==> src/rtl/spin_sequencer.sv <==
// -----------------------------------------------------------------------------
// spin_sequencer
//   Two-requester front end for the spinner rotator. The spinner is a two-stage
//   4-bit rotate-right unit (amount 0..3) that can recirculate its own output
//   back into its input register when spin is set.
//
//   A round-robin arbiter picks one of two requesters, each carrying a 4-bit
//   word and a rotate-right count. The count is broken into passes of at most
//   PASS_MAX steps. Each pass goes through the spinner, and later passes
//   recirculate the previous result. The final word is returned together with
//   the id of the requester that owns it, on a valid/ready response port.
//   Only one request is in flight at a time.
//
// Parameters
//   PASS_MAX  max rotate steps per spinner pass (1..3)
//   CNT_W     width of the request rotate count
//
// Ports
//   clock, reset                 single clock; synchronous active-high reset
//   reqN_valid/ready/data/count  requester N (N=0,1) valid/ready request port
//   rsp_valid/ready/data/id      response port (rotated word + owner id)
//   sp_din/sp_amount/sp_spin     drive the spinner
//   sp_dout                      spinner result
//   busy                         high whenever a request is in flight
// -----------------------------------------------------------------------------
module spin_sequencer #(
   parameter int PASS_MAX = 3,
   parameter int CNT_W    = 4
) (
   input  logic             clock,
   input  logic             reset,
   input  logic             req0_valid,
   output logic             req0_ready,
   input  logic [3:0]       req0_data,
   input  logic [CNT_W-1:0] req0_count,
   input  logic             req1_valid,
   output logic             req1_ready,
   input  logic [3:0]       req1_data,
   input  logic [CNT_W-1:0] req1_count,
   output logic             rsp_valid,
   input  logic             rsp_ready,
   output logic [3:0]       rsp_data,
   output logic             rsp_id,
   output logic [3:0]       sp_din,
   output logic [1:0]       sp_amount,
   output logic             sp_spin,
   input  logic [3:0]       sp_dout,
   output logic             busy
);

   typedef enum logic [2:0] {IDLE, LOAD, ROT, RES, RSP} state_t;

   typedef struct packed {
      logic [3:0]       data;
      logic [CNT_W-1:0] count;
   } req_t;

   localparam logic [CNT_W-1:0] PASS_MAX_C = CNT_W'(PASS_MAX);
   localparam logic [1:0]       PASS_MAX_A = 2'(PASS_MAX);

   state_t           state;
   logic             rr;          // side that wins a tie: 0 -> req0, 1 -> req1
   logic [CNT_W-1:0] remaining;   // rotate steps not yet issued to the spinner
   logic             own_id;      // requester of the in-flight request
   logic             grant0, grant1, accept;
   req_t             req_sel;
   logic [1:0]       pass_amt;
   logic             more;

   // ---------------------------------------------------------------------------
   // Arbiter: a lone requester always wins; on a tie the rr pointer decides.
   // The grants are mutually exclusive by construction, so both readies can
   // never be high together.
   // ---------------------------------------------------------------------------
   always_comb begin
      grant0 = req0_valid & (~req1_valid | ~rr);
      grant1 = req1_valid & (~req0_valid |  rr);
   end

   assign req0_ready = (state == IDLE) & grant0;
   assign req1_ready = (state == IDLE) & grant1;
   assign accept     = req0_ready | req1_ready;
   assign busy       = (state != IDLE);

   always_comb begin
      if (grant1) begin
         req_sel.data  = req1_data;
         req_sel.count = req1_count;
      end else begin
         req_sel.data  = req0_data;
         req_sel.count = req0_count;
      end
   end

   // ---------------------------------------------------------------------------
   // Next pass size. It is min(remaining, PASS_MAX). "more" is set when steps
   // are still left after this pass. A zero count still gives one pass of
   // amount 0, so the word makes one trip through the spinner.
   // ---------------------------------------------------------------------------
   always_comb begin
      if (remaining >= PASS_MAX_C) pass_amt = PASS_MAX_A;
      else                         pass_amt = remaining[1:0];
      more = (remaining > PASS_MAX_C);
   end

   // ---------------------------------------------------------------------------
   // Sequencer FSM. All outputs are registered and are loaded on the edge that
   // enters the state that needs them. Example: sp_din is loaded on accept so
   // it is valid throughout LOAD, and it then holds until the next accept.
   // ---------------------------------------------------------------------------
   always_ff @(posedge clock) begin
      if (reset) begin
         state     <= IDLE;
         rr        <= 1'b0;
         remaining <= '0;
         own_id    <= 1'b0;
         rsp_valid <= 1'b0;
         rsp_data  <= 4'd0;
         rsp_id    <= 1'b0;
         sp_din    <= 4'd0;
         sp_amount <= 2'd0;
         sp_spin   <= 1'b0;
      end else begin
         unique case (state)
            IDLE: begin
               if (accept) begin
                  state     <= LOAD;
                  remaining <= req_sel.count;
                  own_id    <= grant1;
                  sp_din    <= req_sel.data;
                  rr        <= ~grant1;  // the other side wins the next tie
               end
            end
            LOAD: begin
               // The spinner samples sp_din into its input register this cycle
               // (its spin latch is clear), so the first pass can start now.
               state     <= ROT;
               sp_amount <= pass_amt;
               sp_spin   <= more;
            end
            ROT: begin
               state     <= RES;
               remaining <= remaining - CNT_W'(sp_amount);
               sp_amount <= 2'd0;
               sp_spin   <= 1'b0;
            end
            RES: begin
               if (remaining != '0) begin
                  // The spin issued in the previous ROT makes the spinner load
                  // this pass result as its new input.
                  state     <= ROT;
                  sp_amount <= pass_amt;
                  sp_spin   <= more;
               end else begin
                  state     <= RSP;
                  rsp_data  <= sp_dout;
                  rsp_id    <= own_id;
                  rsp_valid <= 1'b1;
               end
            end
            RSP: begin
               if (rsp_ready) begin
                  state     <= IDLE;
                  rsp_valid <= 1'b0;
               end
            end
            default: state <= IDLE;
         endcase
      end
   end

endmodule
==> config.mk <==
export PLATFORM = sky130hd
export DESIGN_NAME = spin_sequencer
export DESIGN_NICKNAME = d
export VERILOG_FILES = /design/src/rtl/spin_sequencer.sv
export SDC_FILE = /design/constraint.sdc
export NUM_CORES = 1
export LEC_CHECK = 0
export CAP_MARGIN = 25
export CELL_PAD_IN_SITES_DETAIL_PLACEMENT = 1
export CELL_PAD_IN_SITES_GLOBAL_PLACEMENT = 2
export CORE_ASPECT_RATIO = 1.4
export CORE_UTILIZATION = 25
export DETAILED_ROUTE_END_ITERATION = 12
export HOLD_SLACK_MARGIN = 0.03
export PLACE_DENSITY_LB_ADDON = 0.1
export SKIP_CTS_REPAIR_TIMING = 1
export SYNTH_ARGS = -nofsm -noshare
export SYNTH_HDL_FRONTEND = slang
export SYNTH_SLANG_ARGS = --single-unit
==> constraint.sdc <==
create_clock -name clock -period 2 [get_ports clock]
set_input_delay 0.4 -clock clock [delete_from_list [all_inputs] [get_ports clock]]
set_output_delay 0.4 -clock clock [all_outputs]
set_load 0.03 [all_outputs]
==> impl_metrics.ini <==
[clocking]
cts_tree = done
cts-root-buf = clkbuf_8
h-tree-depth = 1
clk_pin_slew_ns = 0.08
insertion_delay_ns = 0.26
cts_sinks = 22
clockBufferDepth = 2
cts-buffers-inserted = 3

[synth]
synth.top_cell.area_share = 0.386
synthAdderAreaFrac = 0.0395
syn-num-nets = 158
synth_seq_cells = 22
synth.most_common_cell = dfxtp_1
postSynth.asyncResetShare = 0
yosysWarningCount = 0
synth_compound_gate_area_share = 0.203
syn-cell-area_um2 = 1140
synth_mux_area_frac = 0.0439
synth-simple-area-share = 0.260
ys_seq_area_frac = 0.386
synth_common_cells = dfxtp_1, nor2_1, a21oi_1
synthCells = 130
synth_largest_area_cell = dfxtp_1
ys.flop_type = dfxtp_1
synth_area_leaders = dfxtp_1, nor2_1, a21oi_1, mux2i_1, buf_6
synthXorXnorAreaFrac = 0
syn_area_per_cell_um2 = 8.77
synth_top_family_by_area = simple AND/OR/NAND/NOR gates
synth_edf_count = 0
yosysUniqueCellTypes = 37

[layout]
fillers = 515
drive_gt1_frac = 0.116
final_nets = 201
antennaDiodeCount = 0
areaGrowthSynthToFinish_pct = 47.0

[grt]
track_usage = 0.135
grt_pass1_vias = 1125
grt_overflow = 0
grt_max_degree = 23
antenna_found_initial = 0
grt_pass1_wl_mm = 4.92

[detailed_routing]
wl_per_cell_um = 12.4
routed-via-count = 1115
drt_pass1_iterations = 4
ant_nets = 0
vias_per_cell = 4.81
wl_mm = 2.88
drt-initial-drc-count = 12
drc = 0

[place]
dpl.hpwl_mm = 2.32
place_congestion = 0.761
pre_cts_ws_ns = 0.108
port_buffers = 40

[die]
start_util = 0.265
fp.dieW_um = 59.1
dieArea_um2 = 4840
boundaryPins = 41
coreArea_um2 = 4310
die_h_um = 81.9
rows = 28

[timing]
whs_ns = 0.480
period_share = 0.943
max_freq_mhz = 530
drv_slew = 0
layout_min_cycle_time_ns = 1.89
tightest_slew_ns = 0.532
setup_ws_ns = 0.113
rsz0062_at_grt = no
relSlewSlack = 0.644
setup_violations = 0
hold_violations = 0
skew_ns = 0.00130

[critical_path]
arrival_ns = 1.49
crit_type = in -> out
required_ns = 1.60
cp_max_fo = 5
worst_setup_path_end_kind = primary output
startpoint_type = primary input

[power_and_ir_drop]
total_power_uw = 1640
powerDensity_nw_per_um2 = 977
p_leak_uw = 0.000676
ir_worst_vdd_mv = 0.280

[run_status]
outcome = finished clean

[worst_hold_path]
hold_path.class = reg -> reg

[job]
cap_violations = 0
metal layers:
metal,part of all wire,GRT usage,up-vias
li1,-,-,548
met1,0.38,0.141,530
met2,0.55,0.258,32
met3,0.045,0.0157,5
met4,0.020,0.0714,0
met5,0,0,-
cells in the final DEF, fill, tap and decap left out, drive strengths merged, types with 2 or more instances in the layout:
cell | synthesis | routed
a21oi | 12 | 12
o31ai | 2 | 2
and3 | 5 | 5
buf | 4 | 8
clkbuf | 4 | 3
nor3 | 3 | 3
o21ai | 6 | 6
nor2 | 20 | 20
a21boi | 4 | 4
mux2i | 5 | 5
inv | 6 | 6
nor4 | 4 | 4
nand2 | 7 | 7
nand3b | 2 | 2
clkdlybuf4s50 | 0 | 37
a311oi | 3 | 3
nand3 | 5 | 5
ha | 2 | 2
dfxtp | 22 | 22
nor2b | 2 | 2
sequential cells by signal (all words and copies together) (netlist names):
name       count
rsp_id         1
rr             1
remaining      4
own_id         1
sp_amount      2
sp_din         4
sp_spin        1
rsp_valid      1
state          3
rsp_data       4
worst paths after layout:
kind,startpoint,to,slack (ns),cells after the start
setup / recovery,req0_valid,req1_ready,0.11,4
hold / removal,rsp_valid,rsp_valid,0.48,2
setup reg to reg,sp_amount[1],remaining[3],0.39,6
hold reg to reg,rsp_valid,rsp_valid,0.48,2
critical path, stage by stage:
cell	delay, ns
clkdlybuf4s50_1	0.55
nand2b_1	0.10
and3_1	0.24
buf_4	0.18
where the power goes:
group / total, µW / leakage (µW) / internal (µW) / switching (µW)
Sequential: 571 / 0.000180 / 505 / 65.5
Combinational: 648 / 0.000460 / 292 / 356
Clock: 419 / 0.0000357 / 268 / 151
Total: 1640 / 0.000676 / 1060 / 573
through the flow:
| stage | TNS (ns) | std cells | cell area [µm²] | util |
|---|---|---|---|---|
| floorplan | 0 | 130 | 1140 | - |
| detailed placement | 0 | 228 | 1600 | 0.372 |
| finish | 0 | 232 | 1680 | 0.389 |
| CTS | -0.0598 | 232 | 1670 | 0.388 |
| global placement | 0 | 228 | 1600 | 0.372 |
| global route | 0 | 232 | 1680 | 0.389 |
cell families (layout without fill, tap and decap cells):
| family | Yosys count | count (layout) |
|---|---|---|
| simple gates | 53 | 53 |
| mux | 5 | 5 |
| fa+ha+maj | 3 | 3 |
| compound gates | 33 | 33 |
| flops | 22 | 22 |
| buf+inv | 14 | 56 |
final cells by class:
class / instances / area [µm²] / area share
Clock buffer: 3 / 41.3 / 0.0246
Clock inverter: 1 / 30.0 / 0.0179
Inverter: 6 / 22.5 / 0.0134
Multi-Input combinational cell: 94 / 623 / 0.372
Sequential cell: 22 / 440 / 0.263
Tap cell: 60 / 75.1 / 0.0448
Timing Repair Buffer: 46 / 443 / 0.264
Note: power is estimated with default switching activity, not from simulation.
